## config.mk

```make
export PLATFORM = sky130hd
export DESIGN_NAME = cal_seq_ctrl
export DESIGN_NICKNAME = d
export VERILOG_FILES = /design/src/rtl/cal_seq_ctrl.sv
export SDC_FILE = /design/constraint.sdc
export NUM_CORES = 1
export LEC_CHECK = 0
export ABC_CLOCK_PERIOD_IN_PS = 2000
export CAP_MARGIN = 10
export CORE_ASPECT_RATIO = 0.7
export CORE_MARGIN = 10
export CORE_UTILIZATION = 35
export DETAILED_ROUTE_END_ITERATION = 12
export SLEW_MARGIN = 25
export SYNTH_ARGS = -nofsm -noshare
export SYNTH_HDL_FRONTEND = slang
export SYNTH_SLANG_ARGS = --single-unit
```

## constraint.sdc

```tcl
create_clock -name clk_sys -period 2 [get_ports clk_sys]
set_input_delay 0.3 -clock clk_sys [delete_from_list [all_inputs] [get_ports clk_sys]]
set_output_delay 0.3 -clock clk_sys [all_outputs]
set_load 0.01 [all_outputs]
```

## src/rtl/cal_seq_ctrl.sv

```systemverilog
// rtl/cal_seq_ctrl.sv - SAR calibration sequencer and host-write arbiter for the cal_load holding register
// All outputs are registered; abort restores the last good code.
module cal_seq_ctrl #(
   parameter int WIDTH  = 6,
   parameter int SETTLE = 16,
   parameter int CNT_W  = 8
) (
   input  logic             clk_sys,
   input  logic             rst,
   input  logic             start,
   input  logic             abort,
   input  logic             cmp_in,
   input  logic             host_wr,
   input  logic [WIDTH-1:0] host_para,
   output logic             cal_load,
   output logic [WIDTH-1:0] cal_para,
   output logic             busy,
   output logic             done,
   output logic             sat,
   output logic [WIDTH-1:0] cal_result
);

   localparam int IDX_W = (WIDTH > 1) ? $clog2(WIDTH) : 1;
   localparam logic [WIDTH-1:0] TOP   = {1'b1, {(WIDTH-1){1'b0}}};
   localparam logic [WIDTH-1:0] ONES  = '1;
   localparam logic [CNT_W-1:0] SETTLE_LAST = CNT_W'(SETTLE - 1);
   localparam logic [IDX_W-1:0] IDX_TOP = IDX_W'(WIDTH - 1);

   typedef enum logic [2:0] {
      S_IDLE, S_LOAD, S_SETTLE, S_SAMPLE, S_FINAL, S_RESTORE
   } state_t;

   state_t           state;
   logic [WIDTH-1:0] trial;
   logic [IDX_W-1:0] idx;
   logic [CNT_W-1:0] cnt;
   logic [WIDTH-1:0] bit_mask;
   logic [WIDTH-1:0] trial_dec;
   logic [WIDTH-1:0] trial_next;

   // trial_dec: current bit decided; trial_next: also sets the next lower trial bit
   always_comb begin
      bit_mask   = WIDTH'(1) << idx;
      trial_dec  = cmp_in ? trial : (trial & ~bit_mask);
      trial_next = trial_dec | (bit_mask >> 1);
   end

   always_ff @(posedge clk_sys or posedge rst) begin
      if (rst) begin
         state      <= S_IDLE;
         trial      <= '0;
         idx        <= IDX_TOP;
         cnt        <= '0;
         cal_load   <= 1'b0;
         cal_para   <= '0;
         busy       <= 1'b0;
         done       <= 1'b0;
         sat        <= 1'b0;
         cal_result <= '0;
      end else begin
         cal_load <= 1'b0;
         done     <= 1'b0;
         sat      <= 1'b0;
         if (abort && (state inside {S_LOAD, S_SETTLE, S_SAMPLE})) begin
            state    <= S_RESTORE;
            cal_para <= cal_result;
            cal_load <= 1'b1;
         end else begin
            case (state)
               S_IDLE: begin
                  if (start) begin
                     trial    <= TOP;
                     idx      <= IDX_TOP;
                     cal_para <= TOP;
                     cal_load <= 1'b1;
                     busy     <= 1'b1;
                     state    <= S_LOAD;
                  end else if (host_wr) begin
                     cal_para <= host_para;
                     cal_load <= 1'b1;
                  end
               end
               S_LOAD: begin
                  cnt   <= '0;
                  state <= S_SETTLE;
               end
               S_SETTLE: begin
                  cnt <= cnt + 1'b1;
                  if (cnt == SETTLE_LAST) state <= S_SAMPLE;
               end
               S_SAMPLE: begin
                  cal_load <= 1'b1;
                  if (idx == '0) begin
                     trial      <= trial_dec;
                     cal_para   <= trial_dec;
                     cal_result <= trial_dec;
                     done       <= 1'b1;
                     sat        <= (trial_dec == '0) || (trial_dec == ONES);
                     state      <= S_FINAL;
                  end else begin
                     trial    <= trial_next;
                     cal_para <= trial_next;
                     idx      <= idx - 1'b1;
                     state    <= S_LOAD;
                  end
               end
               S_FINAL, S_RESTORE: begin
                  idx   <= IDX_TOP;
                  busy  <= 1'b0;
                  state <= S_IDLE;
               end
               default: begin
                  busy  <= 1'b0;
                  state <= S_IDLE;
               end
            endcase
         end
      end
   end

endmodule

```

======== Yosys cells after proc, flatten, opt, wreduce, memory -nomap -nowiden ========
Cells that the tools add are included.
word-level totals
  output and inout bits ................... 16
  register bits ........................... 36
  logic and storage cells ................. 78
  input port bits ......................... 12
operators by class
  add/subtract/negate cells ............... 2
  equality and inequality tests ........... 12
  bitwise gates (word level) .............. 5
  reduce and logical (&&, ||, !) cells .... 19
  muxes and demuxes ....................... 29
  shift-type cells ........................ 1
operators with widths
  kind                   number
  $mux W6                6
  $pmux W6 S2            2
  $mux W3                6
  $pmux W8 S2            1
  $pmux W3 S4            1
  $mux W1                10
  $pmux W3 S3            1
  $reduce_and A3 Y1      3
  $reduce_bool A3 Y1     3
  $add A8 B1 Y8 const B  1
  $eq A8 B4 Y1 const B   1
  $and A6 B6 Y6          1
  $eq A3 B2 Y1 const B   2
  $eq A3 B3 Y1 const B   2
  $eq A6 B6 Y1 const B   1
  $logic_not A3 Y1       2
  $logic_not A6 Y1       1
  $not A6 Y6             1
  $or A6 B5 Y6           1
  $reduce_and A2 Y1      3
  $shl A1 B3 Y6 const A  1
  $ne A2 B2 Y1 const B   2
  $ne A4 B4 Y1 const B   1
  $pmux W1 S2            2
  other kinds (11)       13

======== Longest topological paths before layout ========
  depth after elaboration ................. 9
  gate-level depth with buffers ........... 7
  gate-level depth less buffers ........... 7

======== Least setup slack after synthesis ========
Ideal clock, no wire load.
  path kind ............................... reg-to-reg
  from .................................... register idx[1]
  to ...................................... register sat
  slack ................................... 0.089 ns
  path buffers ............................ 0
  arrival ................................. 1.810 ns
  cell stages (with the launch flop) ...... 7
  period minus slack after synthesis ...... 1.911 ns
  required time ........................... 1.899 ns
  library setup time ...................... 0.101 ns
  cell sequence ........................... dfrtp_1 -> inv_1 -> ha_1 -> nand2b_2 -> or3_4 -> or4_1 -> o32ai_1
between the ends
  word-level cells in the longest chain between the ends .. 9
  elaborated cells between the ends (all ways) .. 11
  those cells by class .................... eq/ne (1); shift (1); mux (4); bitwise (2); reduce/logical (3)
RTL lines
  element                                                  line  source
  start, declared                                          35    logic [IDX_W-1:0] idx;
  start signal, assigned                                   103   idx <= idx - 1'b1;
  $shl A1 B3 Y6                                            43    bit_mask = WIDTH'(1) << idx;
  $not A6 Y6                                               44    trial_dec = cmp_in ? trial : (trial & ~bit_mask);
  $and A6 B6 Y6                                            44
  $mux W6                                                  44
  $eq A6 B6 Y1 / $logic_not A6 Y1 (equally long branches)  98    sat <= (trial_dec == '0) || (trial_dec == ONES);
  $logic_or A1 B1 Y1                                       98
  $mux W1 (*)                                              93    if (idx == '0) begin
  $mux W1 (*)                                              69    case (state)
  $mux W1 (*)                                              64    if (abort && (state inside {S_LOAD, S_SETTLE, S_SAMPLE})) begin
  end signal, assigned                                     98
  end, declared                                            19    output logic sat,
Mark *: on every way between the ends. The rest lies on a longest branch, timed or not.
A chain may end at the register's enable or synchronous reset.

======== Worst setup path after layout ========
Same ends and word-level chain as after synthesis.

==> flow_metrics.tcl <==
set metrics [dict create \
    antenna_found_initial 0 \
    yosys_warnings 0 \
    area_growth_pct 32.4 \
    core_area_um2 5760 \
    place.gp.congestion 0.838 \
    min_period_ns 1.92 \
    num_io_pins 28 \
    grt_max_degree 37 \
    synthArstFlopShare 1.00 \
    postRouteAntennaNets 0 \
    crit_path_max_incr_delay_ns 0.53 \
    row_count 23 \
    drt_iter0_drc 172 \
    start_kind "flop" \
    max-vdd-ir-drop_mv 0.371 \
    grt_pass1_vias 1872 \
    cap_violations 0 \
    start_util 0.361 \
    combinationalPowerShare 0.509 \
    synth_common_cells "dfrtp_1 (34), o21ai_0 (25), nand2_1 (18)" \
    worstMarginPinSlew_ns 0.469 \
    clk_path_buf_depth 2 \
    hold_buffers 0 \
    p_sw_frac 0.397 \
    final_nets 299 \
    numPortBuffers 27 \
    setup.worst_path.end_class "flop" \
    fmax_ghz 0.522 \
    netlist.area_leader.share 0.409 \
    crit_type "reg -> reg" \
    dp.cells 349 \
    fp.dieH_um 84.5 \
    diodes 0 \
    hpwl_mm 4.45 \
    vias 1992 \
    cts_buffers 5 \
    setup_violations 0 \
    drv_slew 0 \
    vias_per_cell 5.58 \
    drive_gt1_frac 0.195 \
    crit_chain "inv_1, ha_4, nand2b_4, or3_4, or4_1, o32ai_1" \
    cp.arrival_ns 2.11 \
    numClockSinks 36 \
    ys_types 56 \
    required_ns 2.19 \
    pre_cts_slack_ns -0.0704 \
    totalWireLength_mm 5.92 \
    power_frac_clock 0.174 \
    synth-main-ff-cell "dfrtp_1" \
    clock_skew_ns 0.00489 \
    postCtsSetupBuffers 0 \
    relSlewSlack 0.687 \
    syn-num-nets 244 \
    fin_crit_sh 0.959 \
    p_int_mw 1.97 \
    hp-class "in -> async" \
    cts.htree.levels 2 \
    grt.total_usage 0.127 \
    final-hold-violation-count 0 \
    drc 0 \
    synth_edf_count 0 \
    cp_slowest_cell "or4_1" \
    yosysMostFrequentCell "dfrtp_1" \
    die_w_um 112 \
    avgSynthCellArea_um2 9.20 \
    detail_route.wl_per_cell_um 16.6 \
    clk_latency_ns 0.30 \
    synth-seq-area-share 0.434 \
    powerDensity_nw_per_um2 1190 \
    synth.area.top_cells "dfrtp_1 (41%), o21ai_0 (6.0%), ha_1 (3.6%)" \
    grt_pass1_wl_mm 9.87 \
    p_switching_mw 1.30 \
    outcome "complete, no violations" \
    rsz0062_at_grt "no" \
    p_leak_nw 1.25 \
    syn_area_um2 2080 \
    cts_root_buffer "clkbuf_8" \
    cts.clk_slew.worst_paths_ns 0.08 \
    dieArea_um2 9470 \
    synth_top_area_cell "dfrtp_1" \
    stdcell_count 357 \
    overflow 0 \
    worst_slack_ns 0.0825 \
    cp_max_fo 5 \
    first_pass_iters 5 \
    synthesis.instances 226 \
    ys_ff_latch 36 \
    cts_tree "done" \
    pwr-share-seq 0.317 \
]
critical path, delay by kind of cell, from the launching register on:
family	cells	cell delay, ns
simple gates	3	0.97
flops	1	0.40
fa+ha+maj	1	0.17
compound gates	1	0.17
buf+inv	1	0.11
layer usage:
layer  vias to the layer above  global-route usage  share of wire
li1                        941                   -              -
met1                       983               0.185           0.53
met2                        60               0.175           0.41
met3                         8              0.0306          0.052
met4                         0              0.0414          0.014
met5                         -                   0              0
cell usage in the layout (no fill, tap or decap), types with 3 or more instances in the layout:
master           count
buf_4               33
o31ai_1              5
o32ai_1              3
nor2b_1              3
a22o_1               5
a211o_1              3
o22ai_1              3
o21ai_0             25
or3_1                4
nand3_1              5
nand2b_1             5
inv_1               12
clkdlybuf4s50_1     27
ha_1                 5
dfrtp_1             33
a211oi_1             5
a21oi_1              8
nor3b_1              3
nand2_1             18
nor3_1               6
nor2_1              15
nand4_1              3
clkbuf_8             6
path summary, 6_finish.rpt:
kind	startpoint	slack, ns	cells past startpoint	endpoint
worst max-delay path	idx[1]$_DFFE_PP0P_	0.08	6	sat$_DFF_PP0_
worst min-delay path	rst	0.39	3	cnt[4]$_DFFE_PP0P_
worst max register to register	idx[1]$_DFFE_PP0P_	0.08	6	sat$_DFF_PP0_
worst min register to register	cnt[2]$_DFFE_PP0P_	0.50	1	cnt[2]$_DFFE_PP0P_
max in group asynchronous	rst	1.23	3	idx[0]$_DFFE_PP1P_
min in group clk_sys	cnt[2]$_DFFE_PP0P_	0.50	1	cnt[2]$_DFFE_PP0P_
area by class of cell:
type,instances,area (um2)
well taps,75,93.8
clock buffers,6,82.6
clock inverters,2,13.8
flip-flops and latches,36,905
repair buffers,60,518
fillers,555,3000
inverters,13,48.8
multi-input cells,165,1090
state kept, by name (all words and copies together), names as in the netlist:
signal      cells
sat             1
trial           6
done            1
cal_result      6
busy            1
idx             3
cnt             8
state           3
cal_load        1
cal_para        6
metrics by stage:
stage	hold slack, ns	cell area (um2)	setup TNS, ns	power, mW	util
2_1_floorplan	0.450	2080	0	1.99	-
3_3_place_gp	0.493	2630	-0.0728	2.67	0.457
3_5_place_dp	0.487	2630	-0.188	2.67	0.457
4_1_cts	0.417	2740	0	3.26	0.476
5_1_grt	0.466	2750	0	3.51	0.478
6_report	0.391	2750	0	3.27	0.478
power groups by stage:
stage	Clock, mW	Combinational [mW]	Sequential (mW)
after global routing	0.616	1.83	1.06
after floorplan	0	0.962	1.03
after detailed placement	0	1.63	1.04
after global placement	0	1.63	1.05
final	0.570	1.66	1.04
after CTS	0.586	1.64	1.03
what timing repair did:
action,CTS,global route
setup endpoints to repair,2,1
gates resized for setup,2,3
endpoints found under the hold margin,0,0
cells by family (layout without fill, tap and decap cells):
group / Yosys count / in the layout / share of synthesized area
and+or+nand+nor: 83 / 83 / 0.228
AOI/OAI and AO/OA: 73 / 73 / 0.234
DFF: 36 / 36 / 0.434
buffers and inverters: 25 / 81 / 0.0517
adders and majority gates: 6 / 6 / 0.0361
xor gates and xnor gates: 2 / 2 / 0.00843
muxes: 1 / 1 / 0.00722
(Power assumes the default switching activity.)
